<file path="config.mk">
export PLATFORM = sky130hd
export DESIGN_NAME = hcms_display_sequencer_flat
export DESIGN_NICKNAME = d
export VERILOG_FILES = /design/src/rtl/hcms_display_sequencer_if.sv /design/src/rtl/hcms_display_sequencer.sv /design/src/flat_wrapper.sv
export SDC_FILE = /design/constraint.sdc
export NUM_CORES = 1
export LEC_CHECK = 0
export CORE_MARGIN = 1.5
export CORE_UTILIZATION = 48
export CTS_BUF_LIST = sky130_fd_sc_hd__clkbuf_2
export DETAILED_ROUTE_END_ITERATION = 6
export MAX_ROUTING_LAYER = met4
export PLACE_DENSITY = 0.79
export SYNTH_ARGS = -nofsm -noshare
export SYNTH_HDL_FRONTEND = slang
export SYNTH_SLANG_ARGS = --single-unit
</file>
<file path="constraint.sdc">
create_clock -name CLK_i -period 2 [get_ports CLK_i]
set_input_delay 0.4 -clock CLK_i [delete_from_list [all_inputs] [get_ports CLK_i]]
set_output_delay 0.4 -clock CLK_i [all_outputs]
set_load 0.05 [all_outputs]
</file>
<file path="src/rtl/hcms_display_sequencer_if.sv">
// Application, column-source, shifter and display-pin signals of the
// HCMS-29xx display sequencer. The sequencer takes the master view.
interface hcms_display_sequencer_if #(
  parameter int ADDR_W = 8
);
  logic              FRAME_START_i;
  logic              BRIGHT_UPD_i;
  logic [3:0]        BRIGHT_i;
  logic              READY_o;
  logic              FRAME_DONE_o;
  logic              COL_REQ_o;
  logic [ADDR_W-1:0] COL_ADDR_o;
  logic [7:0]        COL_DATA_i;
  logic              COL_VALID_i;
  logic [7:0]        DATA_o;
  logic              DATA_LOAD_o;
  logic              SHIFT_BUSY_i;
  logic              RS_o;
  logic              CE_n_o;
  logic              DISP_RST_n_o;

  modport master (
    input  FRAME_START_i, BRIGHT_UPD_i, BRIGHT_i, COL_DATA_i, COL_VALID_i,
           SHIFT_BUSY_i,
    output READY_o, FRAME_DONE_o, COL_REQ_o, COL_ADDR_o, DATA_o, DATA_LOAD_o,
           RS_o, CE_n_o, DISP_RST_n_o
  );

  modport slave (
    output FRAME_START_i, BRIGHT_UPD_i, BRIGHT_i, COL_DATA_i, COL_VALID_i,
           SHIFT_BUSY_i,
    input  READY_o, FRAME_DONE_o, COL_REQ_o, COL_ADDR_o, DATA_o, DATA_LOAD_o,
           RS_o, CE_n_o, DISP_RST_n_o
  );
endinterface

</file>
<file path="src/rtl/hcms_display_sequencer.sv">
// HCMS-29xx display sequencer: pulses the display reset, writes the two
// control words, then serves brightness updates and full dot-data frames
// through the byte-wide serial shifter.
module hcms_display_sequencer #(
  parameter int         NUM_CHARS    = 4,
  parameter int         ADDR_W       = 8,
  parameter int         RST_CYCLES   = 12,
  parameter int         CE_HOLD      = 2,
  parameter logic [1:0] PEAK_CURRENT = 2'b10,
  parameter logic [3:0] BRIGHT_INIT  = 4'hA
) (
  input logic                     CLK_i,
  input logic                     RST_i,
  hcms_display_sequencer_if.master bus
);

  localparam int CNT_W = $clog2(RST_CYCLES + CE_HOLD + 2);
  localparam logic [CNT_W-1:0]  RST_LAST  = CNT_W'(RST_CYCLES - 1);
  localparam logic [CNT_W-1:0]  HOLD_LAST = CNT_W'(CE_HOLD - 1);
  localparam logic [ADDR_W-1:0] LAST_ADDR = ADDR_W'(NUM_CHARS * 5 - 1);

  typedef enum logic [3:0] {
    S_DISP_RST, S_CTRL_SETUP, S_CTRL_LOAD, S_CTRL_WAIT, S_LATCH, S_IDLE,
    S_FRAME_SETUP, S_FETCH, S_LOAD, S_WAIT, S_DONE
  } state_t;

  // Which operation the shared burst/latch states belong to.
  typedef enum logic [1:0] {OP_INIT0, OP_INIT1, OP_BRIGHT, OP_FRAME} op_t;

  state_t            state_q, state_d;
  op_t               op_q, op_d;
  logic [CNT_W-1:0]  cnt_q;
  logic              seen_busy_q;
  logic [7:0]        data_q;
  logic [ADDR_W-1:0] addr_q;
  logic              frame_pend_q, bright_pend_q;
  logic [3:0]        bright_q;
  logic              take_frame, take_bright;
  logic              rs, ce_n, disp_rst_n, data_load, col_req, ready, frame_done;

  assign take_bright = (state_q == S_IDLE) && (state_d == S_CTRL_SETUP);
  assign take_frame  = (state_q == S_IDLE) && (state_d == S_FRAME_SETUP);

  // Next-state and pin decode; loads are held back while the shifter is busy.
  always_comb begin
    state_d    = state_q;
    op_d       = op_q;
    rs         = 1'b0;
    ce_n       = 1'b1;
    disp_rst_n = 1'b1;
    data_load  = 1'b0;
    col_req    = 1'b0;
    ready      = 1'b0;
    frame_done = 1'b0;
    case (state_q)
      S_DISP_RST: begin
        disp_rst_n = 1'b0;
        if (cnt_q == RST_LAST) begin
          state_d = S_CTRL_SETUP;
          op_d    = OP_INIT0;
        end
      end
      S_CTRL_SETUP: begin
        rs      = 1'b1;
        ce_n    = 1'b0;
        state_d = S_CTRL_LOAD;
      end
      S_CTRL_LOAD: begin
        rs   = 1'b1;
        ce_n = 1'b0;
        if (!bus.SHIFT_BUSY_i) begin
          data_load = 1'b1;
          state_d   = S_CTRL_WAIT;
        end
      end
      S_CTRL_WAIT: begin
        rs   = 1'b1;
        ce_n = 1'b0;
        if (seen_busy_q && !bus.SHIFT_BUSY_i) state_d = S_LATCH;
      end
      S_LATCH: begin
        rs = (op_q != OP_FRAME);
        if (cnt_q == HOLD_LAST) begin
          case (op_q)
            OP_INIT0: begin
              state_d = S_CTRL_SETUP;
              op_d    = OP_INIT1;
            end
            OP_FRAME: state_d = S_DONE;
            default:  state_d = S_IDLE;
          endcase
        end
      end
      S_IDLE: begin
        ready = !frame_pend_q && !bright_pend_q;
        if (bright_pend_q) begin
          state_d = S_CTRL_SETUP;
          op_d    = OP_BRIGHT;
        end else if (frame_pend_q) begin
          state_d = S_FRAME_SETUP;
          op_d    = OP_FRAME;
        end
      end
      S_FRAME_SETUP: begin
        ce_n    = 1'b0;
        state_d = S_FETCH;
      end
      S_FETCH: begin
        ce_n    = 1'b0;
        col_req = 1'b1;
        if (bus.COL_VALID_i) state_d = S_LOAD;
      end
      S_LOAD: begin
        ce_n = 1'b0;
        if (!bus.SHIFT_BUSY_i) begin
          data_load = 1'b1;
          state_d   = S_WAIT;
        end
      end
      S_WAIT: begin
        ce_n = 1'b0;
        if (seen_busy_q && !bus.SHIFT_BUSY_i)
          state_d = (addr_q == LAST_ADDR) ? S_LATCH : S_FETCH;
      end
      S_DONE: begin
        frame_done = 1'b1;
        state_d    = S_IDLE;
      end
      default: state_d = S_DISP_RST;
    endcase
  end

  // State register plus the dwell counter and busy-rise tracker, both restarting on every state change.
  always_ff @(posedge CLK_i) begin
    if (RST_i) begin
      state_q     <= S_DISP_RST;
      op_q        <= OP_INIT0;
      cnt_q       <= '0;
      seen_busy_q <= 1'b0;
    end else begin
      state_q     <= state_d;
      op_q        <= op_d;
      cnt_q       <= (state_d == state_q) ? cnt_q + 1'b1 : '0;
      seen_busy_q <= (state_d == state_q) ? (seen_busy_q | bus.SHIFT_BUSY_i) : 1'b0;
    end
  end

  // Byte for the shifter: control word fixed on burst entry, column byte captured on valid.
  always_ff @(posedge CLK_i) begin
    if (RST_i) begin
      data_q <= '0;
    end else if (state_d == S_CTRL_SETUP && state_q != S_CTRL_SETUP) begin
      data_q <= (op_d == OP_INIT1) ? 8'h80 : {2'b01, PEAK_CURRENT, bright_q};
    end else if (state_q == S_FETCH && bus.COL_VALID_i) begin
      data_q <= bus.COL_DATA_i;
    end
  end

  // Column index walks the frame and returns to zero once the frame is done.
  always_ff @(posedge CLK_i) begin
    if (RST_i) begin
      addr_q <= '0;
    end else if (state_q == S_WAIT && state_d == S_FETCH) begin
      addr_q <= addr_q + 1'b1;
    end else if (state_q == S_DONE) begin
      addr_q <= '0;
    end
  end

  // One-deep request flags; a request in the take cycle re-arms its flag.
  always_ff @(posedge CLK_i) begin
    if (RST_i) begin
      frame_pend_q  <= 1'b0;
      bright_pend_q <= 1'b0;
      bright_q      <= BRIGHT_INIT;
    end else if (state_q != S_DISP_RST) begin
      frame_pend_q  <= bus.FRAME_START_i | (frame_pend_q & ~take_frame);
      bright_pend_q <= bus.BRIGHT_UPD_i | (bright_pend_q & ~take_bright);
      if (bus.BRIGHT_UPD_i) bright_q <= bus.BRIGHT_i;
    end
  end

  assign bus.READY_o      = ready;
  assign bus.FRAME_DONE_o = frame_done;
  assign bus.COL_REQ_o    = col_req;
  assign bus.COL_ADDR_o   = addr_q;
  assign bus.DATA_o       = data_q;
  assign bus.DATA_LOAD_o  = data_load;
  assign bus.RS_o         = rs;
  assign bus.CE_n_o       = ce_n;
  assign bus.DISP_RST_n_o = disp_rst_n;

endmodule
</file>
<file path="src/flat_wrapper.sv">
// flat-port wrapper written by rule: the top's interface ports become plain ports
module hcms_display_sequencer_flat 
#(
  parameter int         NUM_CHARS    = 4,
  parameter int         ADDR_W       = 8,
  parameter int         RST_CYCLES   = 12,
  parameter int         CE_HOLD      = 2,
  parameter logic [1:0] PEAK_CURRENT = 2'b10,
  parameter logic [3:0] BRIGHT_INIT  = 4'hA
)
  (CLK_i, RST_i, bus_FRAME_START_i, bus_BRIGHT_UPD_i, bus_BRIGHT_i, bus_COL_DATA_i, bus_COL_VALID_i, bus_SHIFT_BUSY_i, bus_READY_o, bus_FRAME_DONE_o, bus_COL_REQ_o, bus_COL_ADDR_o, bus_DATA_o, bus_DATA_LOAD_o, bus_RS_o, bus_CE_n_o, bus_DISP_RST_n_o);
  hcms_display_sequencer_if #(.ADDR_W(ADDR_W)) bus_i ();
  input logic CLK_i;
  input logic RST_i;
  input wire logic [$bits(bus_i.FRAME_START_i)-1:0] bus_FRAME_START_i;
  input wire logic [$bits(bus_i.BRIGHT_UPD_i)-1:0] bus_BRIGHT_UPD_i;
  input wire logic [$bits(bus_i.BRIGHT_i)-1:0] bus_BRIGHT_i;
  input wire logic [$bits(bus_i.COL_DATA_i)-1:0] bus_COL_DATA_i;
  input wire logic [$bits(bus_i.COL_VALID_i)-1:0] bus_COL_VALID_i;
  input wire logic [$bits(bus_i.SHIFT_BUSY_i)-1:0] bus_SHIFT_BUSY_i;
  output wire logic [$bits(bus_i.READY_o)-1:0] bus_READY_o;
  output wire logic [$bits(bus_i.FRAME_DONE_o)-1:0] bus_FRAME_DONE_o;
  output wire logic [$bits(bus_i.COL_REQ_o)-1:0] bus_COL_REQ_o;
  output wire logic [$bits(bus_i.COL_ADDR_o)-1:0] bus_COL_ADDR_o;
  output wire logic [$bits(bus_i.DATA_o)-1:0] bus_DATA_o;
  output wire logic [$bits(bus_i.DATA_LOAD_o)-1:0] bus_DATA_LOAD_o;
  output wire logic [$bits(bus_i.RS_o)-1:0] bus_RS_o;
  output wire logic [$bits(bus_i.CE_n_o)-1:0] bus_CE_n_o;
  output wire logic [$bits(bus_i.DISP_RST_n_o)-1:0] bus_DISP_RST_n_o;
  assign bus_i.FRAME_START_i = bus_FRAME_START_i;
  assign bus_i.BRIGHT_UPD_i = bus_BRIGHT_UPD_i;
  assign bus_i.BRIGHT_i = bus_BRIGHT_i;
  assign bus_i.COL_DATA_i = bus_COL_DATA_i;
  assign bus_i.COL_VALID_i = bus_COL_VALID_i;
  assign bus_i.SHIFT_BUSY_i = bus_SHIFT_BUSY_i;
  assign bus_READY_o = bus_i.READY_o;
  assign bus_FRAME_DONE_o = bus_i.FRAME_DONE_o;
  assign bus_COL_REQ_o = bus_i.COL_REQ_o;
  assign bus_COL_ADDR_o = bus_i.COL_ADDR_o;
  assign bus_DATA_o = bus_i.DATA_o;
  assign bus_DATA_LOAD_o = bus_i.DATA_LOAD_o;
  assign bus_RS_o = bus_i.RS_o;
  assign bus_CE_n_o = bus_i.CE_n_o;
  assign bus_DISP_RST_n_o = bus_i.DISP_RST_n_o;
  hcms_display_sequencer #(.NUM_CHARS(NUM_CHARS), .ADDR_W(ADDR_W), .RST_CYCLES(RST_CYCLES), .CE_HOLD(CE_HOLD), .PEAK_CURRENT(PEAK_CURRENT), .BRIGHT_INIT(BRIGHT_INIT)) u_core (.CLK_i(CLK_i), .RST_i(RST_i), .bus(bus_i));
endmodule
</file>
== Yosys cells after proc, flatten, opt, wreduce, memory -nomap -nowiden ==
Index checks and enable logic that the tools add are counted.

* Output and inout port bits: 23
* Input bits: 18
* Register bits: 33
* Word-level logic and storage cells: 91

* Add/subtract/negate cells: 2
* Reduce and logical (&&, ||, !) cells: 20
* Bitwise logic cells: 8
* Mux-type cells: 31
* Equality and inequality tests: 21

{| class="wikitable"
|+ Operators with widths
! operator !! number
|-
| $pmux W4 S11 || 1
|-
| $mux W8 || 5
|-
| $mux W4 || 9
|-
| $eq A4 B3 Y1 const B || 6
|-
| $eq A4 B4 Y1 const B || 4
|-
| $eq A4 B1 Y1 const B || 3
|-
| $mux W2 || 6
|-
| $add A8 B1 Y8 const B || 1
|-
| $eq A4 B2 Y1 const B || 2
|-
| $eq A8 B5 Y1 const B || 1
|-
| $pmux W4 S2 || 1
|-
| $logic_and A1 B1 Y1 || 7
|-
| $mux W1 || 7
|-
| $reduce_or A7 Y1 || 1
|-
| $pmux W2 S3 || 1
|-
| $add A4 B1 Y4 const B || 1
|-
| $eq A4 B4 Y1 || 1
|-
| $logic_not A4 Y1 || 1
|-
| $ne A4 B1 Y1 const B || 1
|-
| $reduce_bool A2 Y1 || 2
|-
| $reduce_bool A4 Y1 || 1
|-
| $reduce_or A2 Y1 || 2
|-
| $logic_not A1 Y1 || 3
|-
| $not A1 Y1 || 3
|-
| 9 further kinds || 12
|}

== Longest topological paths before layout ==
Gate-level depths: netlist of the first run.

* Word-level depth: 9
* Gate-level depth with buffers: 9
* Gate-level depth less buffers: 8

== Worst setup path after synthesis of the first run ==
Ideal clock, no wire load.

* Kind: register to register
* Start: register u_core.addr_q[0] (netlist: u_core.bus.COL_ADDR_o[0])
* End: register u_core.bright_pend_q
* Setup time: 0.132 ns
* Data arrival time: 2.285 ns
* Period minus slack after synthesis: 2.418 ns
* Slack: -0.418 ns
* Stages on the path, launching flop included: 9
* Data required time: 1.868 ns
* Path buffers: 1
* Path through: dfxtp_1 -> ha_1 -> nand4bb_1 -> o211ai_2 -> nand2_1 -> or3_1 -> clkbuf_2 -> o31ai_2 -> a21oi_1

* Cells in the longest elaborated chain, start to end: 9

{| class="wikitable"
|+ RTL lines
! what !! line !! text
|-
| start: declaration || hcms_display_sequencer.sv:35 || <nowiki>logic [ADDR_W-1:0] addr_q;</nowiki>
|-
| start signal: assignment || hcms_display_sequencer.sv:164 || <nowiki>addr_q <= addr_q + 1'b1;</nowiki>
|-
| $eq A8 B5 Y1 || hcms_display_sequencer.sv:123 || <nowiki>state_d = (addr_q == LAST_ADDR) ? S_LATCH : S_FETCH;</nowiki>
|-
| $mux W2 || hcms_display_sequencer.sv:123 ||
|-
| $mux W4 || hcms_display_sequencer.sv:122 || <nowiki>if (seen_busy_q && !bus.SHIFT_BUSY_i)</nowiki>
|-
| $pmux W4 S11 || hcms_display_sequencer.sv:55 || <nowiki>case (state_q)</nowiki>
|-
| $eq A4 B1 Y1 || hcms_display_sequencer.sv:41 || <nowiki>assign take_bright = (state_q == S_IDLE) && (state_d == S_CTRL_SETUP);</nowiki>
|-
| $logic_and A1 B1 Y1 || hcms_display_sequencer.sv:41 ||
|-
| $not A1 Y1 || hcms_display_sequencer.sv:178 || <nowiki>bright_pend_q <= bus.BRIGHT_UPD_i | (bright_pend_q & ~take_bright);</nowiki>
|-
| $and A1 B1 Y1 || hcms_display_sequencer.sv:178 ||
|-
| $or A1 B1 Y1 || hcms_display_sequencer.sv:178 ||
|-
| end signal: assignment || hcms_display_sequencer.sv:178 ||
|-
| end: declaration || hcms_display_sequencer.sv:36 || <nowiki>logic frame_pend_q, bright_pend_q;</nowiki>
|}

No other way between the ends.
A chain may end at the register's enable or synchronous reset.

== Final worst setup path of the first run ==
* Start: register u_core.cnt_q[1]
* End: register u_core.cnt_q[0]

* Cells in the longest elaborated chain, start to end: 6
* Elaborated cells on any way between the ends: 8
* Classes of those cells: eq/ne (3); mux (3); bitwise (1); reduce/logical (1)

{| class="wikitable"
|+ RTL lines
! what !! line !! text
|-
| start: declaration || hcms_display_sequencer.sv:32 || <nowiki>logic [CNT_W-1:0] cnt_q;</nowiki>
|-
| start signal: assignment || hcms_display_sequencer.sv:143 || <nowiki>cnt_q <= (state_d == state_q) ? cnt_q + 1'b1 : '0;</nowiki>
|-
| $eq A4 B1 Y1 or $eq A4 B4 Y1 (tied branches) || hcms_display_sequencer.sv:83, hcms_display_sequencer.sv:58 ||
|-
| $mux W4, on equally long branches || hcms_display_sequencer.sv:83, hcms_display_sequencer.sv:58 ||
|-
| $pmux W4 S11 * || hcms_display_sequencer.sv:55 ||
|-
| $eq A4 B4 Y1 * || hcms_display_sequencer.sv:143 ||
|-
| $not A1 Y1 (no source line) * || -- ||
|-
| $reduce_or A2 Y1 (no source line) * || -- ||
|}

Every way passes the cells marked *; elsewhere a longest branch is shown, timed or not.

==> metrics, run 1 <==
Final min period=roughly 2300 ps; worst setup path start=u_core.cnt_q[1]; Yosys top cell by area=dfxtp_1; outcome=complete, but fails checks; Tcrit/Tclk final=113%; worst clock skew=roughly 19 ps; RePlAce Congestion=0.886; path category of the worst min-delay check=primary input to register; H-tree depth=2; Fin Setup TNS=-3140 ps; layout cells sized above 1=44.8%; diode count=0; Leak=1.58 nW; Worst Setup EP=u_core.cnt_q[0]; delay of the slowest cell on the worst path=410 ps; RSZ-0062 raised after global routing=true; core area=0.00394 mm^2; DR WL/cell=17.5 um; clk slew on worst S/H paths=around 180 ps; residual DRC count=0; vias in the first global route=2188; critical-path cell list=inv_1 -> ha_1 -> nor3b_4 -> o221ai_4 -> a211oi_4 -> buf_6 -> buf_6 -> nand3_2 -> a221o_1 -> nor2_1; share of the synthesized area in the top cell type=about 34%; Commonest cells post-synth=33 x dfxtp_1, 27 x nor2_1, 19 x a21oi_1; CP arrival=2580 ps; Total Nets Final=about 360; Area after DPL=0.00290 mm^2; slew margin rel.=approximately 62%; Synth area leaders=dfxtp_1 34%, nor2_1 5.2%, a21oi_1 4.9%; Seq cells post-synth=33; WP buf/inv=3; cell family with most CP delay=compound AO/OA/AOI/OAI gates; hold_buf cts=0; failing checks=negative setup slack; Max Slew Vio Count=0; fin cells=389; Synth Net Count=between 200 and 300; largest net degree at the start of global routing=19; drt first pass iters=4; simple-gate share of the synthesized area=29.1%; endpoint type of the worst setup path=register; CP dominant cell by count=buf_6; IO Port Bufs=40; R2R setup slack=-250 ps; compound-gate portion of the synthesized area=21.9%; P&R area growth vs syn=71.2%; Initial DRC Count=224; CP Class=register to register; Peak VDD IR=0.423 mV; latest clock arrival within the worst-skew pair=400 ps; clk sink count=33; count of final hold-check violations=0; critical path's slowest cell=a221o_1; main combinational cell family by area after synthesis=simple AND/OR/NAND/NOR gates; area of the die=0.00446 mm^2; cts bufs inserted=5; Setup Viol. Count Final=18; Clk Tree Root Cell=clkbuf_2; row cnt=23; first-pass GRT wire length=10200 um; placed cells=368; Levels on crit path=10; Total GRT Usage=31.8%; post-synthesis adder-cell area fraction=4.48%; Post-synth top flop=dfxtp_1; sequential cell area fraction in the yosys report=33.8%; drt total wl=6800 um; maxcap violations=0; startpoint type of the worst setup path=register; number of synthesized flops with an enable pin=0; Max Clk Rate=roughly 440 MHz; Die W=approximately 67 um; post-route setup slack=-251 ps; Cell variety after synth=59; synth warn=0; Mapped Area=0.00195 mm^2; Syn Area/Cell=8.28 um^2; Initial Util=49.5%; pwr/cell area=580 mW/mm^2; gr ovfl total=0; antenna violations before repair=0; post-synthesis mux area share=3.84%; Longest Clk Path Bufs=2; via count=2325; top-count cell post-synth=dfxtp_1; worst reg2reg endpoint=u_core.cnt_q[0]; post-detail-place hpwl=4090 um; ys async rst share=0%; Critical Path RT=2330 ps; Via-to-Cell Ratio=5.98; Final ANT Viol Nets=0; R2R Path Start=u_core.cnt_q[1]; Die Ht=roughly 67 um; CTS tree=yes; fill count=207; xor/xnor cell area share of the yosys netlist=under 10%; num ports=between 40 and 50; FF-to-FF path depth=10; post-route cell area=0.00334 mm^2; Gate Count Post-Synth=approximately 240; worst slew pin tran=roughly 560 ps; critical path peak fanout=5
[sequential cells by signal, summed over array words and instances, names as in the netlist]
name and flops:
u_core.bright_pend_q 1, u_core.frame_pend_q 1, u_core.seen_busy_q 1, u_core.op_q 2, u_core.cnt_q 4, u_core.state_q 4
u_core.bus.COL_ADDR_o 8, u_core.bus.DATA_o 8, u_core.bright_q 4
[cells in the final DEF, fill, tap and decap left out, types with 8 or more instances in the layout]
| master | count |
|---|---|
| buf_4 | 51 |
| nor2_1 | 23 |
| nand2_1 | 12 |
| dlymetal6s2s_1 | 10 |
| o21ai_0 | 9 |
| a21oi_1 | 16 |
| nand3_1 | 8 |
| clkdlybuf4s50_1 | 16 |
| buf_6 | 16 |
| dfxtp_2 | 9 |
| dfxtp_1 | 17 |
[worst min-delay path by stage]
stage,from,end,slack (ps),depth (start not counted)
4_1_cts,u_core.bright_q[2],u_core.bright_q[2],480,2
6_report,bus_SHIFT_BUSY_i,u_core.seen_busy_q,380,4
2_1_floorplan,u_core.cnt_q[0],u_core.cnt_q[0],430,1
3_5_place_dp,u_core.bright_q[1],u_core.bright_q[1],450,1
3_3_place_gp,u_core.bright_q[1],u_core.bright_q[1],450,1
5_1_grt,bus_SHIFT_BUSY_i,u_core.seen_busy_q,400,4
[power breakdown]
part	total (W)	switching (W)	internal [W]
combinational	0.000849	0.000448	0.000401
clock	0.000333	0.000250	0.0000833
sequential	0.000760	0.0000563	0.000704
[tightest hold or removal path, delay by kind of cell]
family | cells | cell delay, ps
buf+inv | 2 | 220
simple gates | 2 | 120
[per-stage QoR]
stage / util (%) / worst slack [ps] / hold WS (ps) / power (W)
after global placement: 73.7 / -319 / 446 / 0.00142
final: 84.8 / -251 / 378 / 0.00194
after floorplan: - / -50.5 / 433 / 0.00113
after CTS: 80.9 / -237 / 481 / 0.00184
after global routing: 84.8 / -355 / 396 / 0.00202
after detailed placement: 73.7 / -399 / 451 / 0.00143
[cells by family after synthesis]
kind of cell,Yosys count
adders and majority gates,7
buffers and inverters,21
DFF,33
AOI/OAI and AO/OA,64
xor gates and xnor gates,5
muxes,7
and+or+nand+nor,99
[what timing repair did]
item | 4_1_cts | 5_1_grt
pin swaps | 21 | 19
setup endpoints to repair | 26 | 32
buffers inserted | 12 | 2
gates resized for setup | 54 | 40
endpoints found under the hold margin | 0 | 0
[area by class of cell]
| type | count | area, um^2 | area share [%] |
|---|---|---|---|
| clock buffers | 5 | 25.0 | 0.748 |
| clock inverters | 3 | 16.3 | 0.486 |
| repair buffers | 106 | 1040 | 31.1 |
| multi-input cells | 182 | 1460 | 43.8 |
| well taps | 50 | 62.6 | 1.87 |
| flip-flops and latches | 33 | 698 | 20.9 |
| inverters | 10 | 37.5 | 1.12 |
[layer usage]
metal / up-vias / GRT usage [%] / wire [um]
li1: 1081 / - / -
met1: 1110 / 36.8 / 2700
met5: - / - / 0
met2: 108 / 54.0 / 3490
met3: 26 / 5.07 / 400
met4: 0 / 14.5 / 208
(Power assumes the default switching activity.)
==> run 2: changes to the inputs <==
--- a/config.mk
+++ b/config.mk
@@ -5,12 +5,16 @@
 export SDC_FILE = /design/constraint.sdc
 export NUM_CORES = 1
 export LEC_CHECK = 0
+export CELL_PAD_IN_SITES_DETAIL_PLACEMENT = 1
+export CELL_PAD_IN_SITES_GLOBAL_PLACEMENT = 1
 export CORE_MARGIN = 1.5
-export CORE_UTILIZATION = 48
+export CORE_UTILIZATION = 35
 export CTS_BUF_LIST = sky130_fd_sc_hd__clkbuf_2
+export CTS_CLUSTER_DIAMETER = 60
+export CTS_CLUSTER_SIZE = 25
 export DETAILED_ROUTE_END_ITERATION = 6
 export MAX_ROUTING_LAYER = met4
-export PLACE_DENSITY = 0.79
+export PLACE_DENSITY_LB_ADDON = 0.1
 export SYNTH_ARGS = -nofsm -noshare
 export SYNTH_HDL_FRONTEND = slang
 export SYNTH_SLANG_ARGS = --single-unit
==> run 2 against run 1 <==
  * The flow still finishes with violations (negative setup slack)
  * Cell count rose by 11%
  * Sequential power increased by 2%
  * Worst setup slack worse by 83 ps
  * Combinational power is 17% higher
  * Clock-buffer cell count unchanged
  * Die area increased by 35%
  * Critical path type unchanged
  * Global-route usage decreased by 3.9 points
  * Clock power grew 81%
  * Via count rose by 7.1%
==> metrics, run 2 (synthesis results as in run 1) <==
count of final hold-check violations=0; RSZ-0062 raised after global routing=true; Total GRT Usage=27.9%; Max Clk Rate=429 MHz; worst clock skew=46.5 ps; critical-path cell list=nor2b_1 -> o21ai_1 -> a32o_2 -> o21ai_0 -> a221o_1 -> nor2_1; clk slew on worst S/H paths=around 240 ps; Final Util=68.2%; post-route setup slack=-333 ps; drt first pass iters=4; drt total wl=about 10000 um; Area after DPL=0.00300 mm^2; P&R area growth vs syn=90.0%; Longest Clk Path Bufs=2; via count=2490; area of the die=around 0.0060 mm^2; gr ovfl total=0; critical path's slowest cell=dfxtp_1; Initial DRC Count=149; post-detail-place hpwl=just over 5000 um; Via-to-Cell Ratio=5.78; Final ANT Viol Nets=0; path category of the worst min-delay check=register to register; layout cells sized above 1=just under 50%; startpoint type of the worst setup path=register; failing checks=negative setup slack; most common cell after layout, fill and taps aside=buf_4; IO Port Bufs=40; RePlAce Congestion=0.857; CTS tree=yes; first-pass GRT wire length=12600 um; Peak VDD IR=around 0.53 mV; Die Ht=just under 80 um; Pwr Total=roughly 0.0024 W; worst slew pin tran=between 500 and 600 ps; endpoint type of the worst setup path=register; Leak=1.66 nW; Setup Viol. Count Final=23; Clk Tree Root Cell=clkbuf_2; Critical Path RT=roughly 2400 ps; Initial Util=between 30% and 40%; Fin Setup TNS=-4010 ps; CP Class=register to register; post-route cell area=0.00371 mm^2; latest clock arrival within the worst-skew pair=440 ps; largest net degree at the start of global routing=17; pwr/cell area=637 mW/mm^2; Max Slew Vio Count=0; cts bufs inserted=5; CP arrival=roughly 2700 ps; WP buf/inv=0; Final min period=2330 ps; outcome=complete, but fails checks; delay of the slowest cell on the worst path=680 ps; critical path peak fanout=7; slew margin rel.=64.6%; clk sink count=33; vias in the first global route=~2400; cell family with most CP delay=compound AO/OA/AOI/OAI gates; Post-Place Worst Slack=-459 ps; core area=between 0.005 and 0.006 mm^2; Die W=77.7 um; Tcrit/Tclk final=117%; row cnt=27; num ports=41; maxcap violations=0; H-tree depth=2; antenna violations before repair=1; most frequent cells in the layout=58 x buf_4, 23 x nor2_1, 23 x buf_6; residual DRC count=0; Total Nets Final=roughly 380; DR WL/cell=24.3 um
-- run 2: final timing paths --
| kind | from | endpoint | slack [ps] | cells past startpoint |
|---|---|---|---|---|
| worst min register to register | u_core.bright_q[2] | u_core.bright_q[2] | 490 | 2 |
| worst max register to register | u_core.bright_pend_q | u_core.cnt_q[3] | -330 | 6 |
| worst min-delay path | u_core.bright_q[2] | u_core.bright_q[2] | 490 | 2 |
| worst max-delay path | u_core.bright_pend_q | u_core.cnt_q[3] | -330 | 6 |
-- run 2: layout make-up --
class | count | area (um^2)
timing repair buffer | 125 | 1240
sequential | 33 | 698
clock buffer | 5 | 25.0
antenna | 1 | 2.50
fill | 588 | 1730
clock inverter | 3 | 65.1
multi-input combinational | 182 | 1550
inverter | 10 | 37.5
tap | 72 | 90.1
-- run 2: metal layers --
layer  routed length, um  global-route usage (%)  part of all wire [%]  vias to the layer above
li1                    -                       -                     -                     1111
met4                 498                    8.55                   4.8                        0
met3                 440                    4.12                   4.2                       35
met5                   0                       -                     0                        -
met2                5370                    49.8                    51                      100
met1                4180                    31.8                    40                     1244
-- run 2: timing repair --
item                                    4_1_cts  5_1_grt
pin swaps                                    15       27
endpoints found under the setup margin       29       33
hold buffers                                  0        0
gates resized for setup                      62       59
buffers inserted                             10       15
-- run 2: report_power, final --
| group | leakage, nW | total (W) | internal (W) | switching, W |
|---|---|---|---|---|
| clock network | 0.0530 | 0.000604 | 0.000335 | 0.000269 |
| registers | 0.277 | 0.000772 | 0.000704 | 0.0000676 |
| logic | 1.33 | 0.000990 | 0.000452 | 0.000537 |
-- run 2: worst min-delay path, stage by stage (launching register included) --
cell and delay, ps:
dfxtp_1 350, nand2_1 60, a21oi_1 50
-- run 2: through the flow --
step,hold slack (ps),instances
floorplan,433,236
detailed placement,453,397
global placement,443,397
global route,508,431
CTS,477,415
finish,486,431
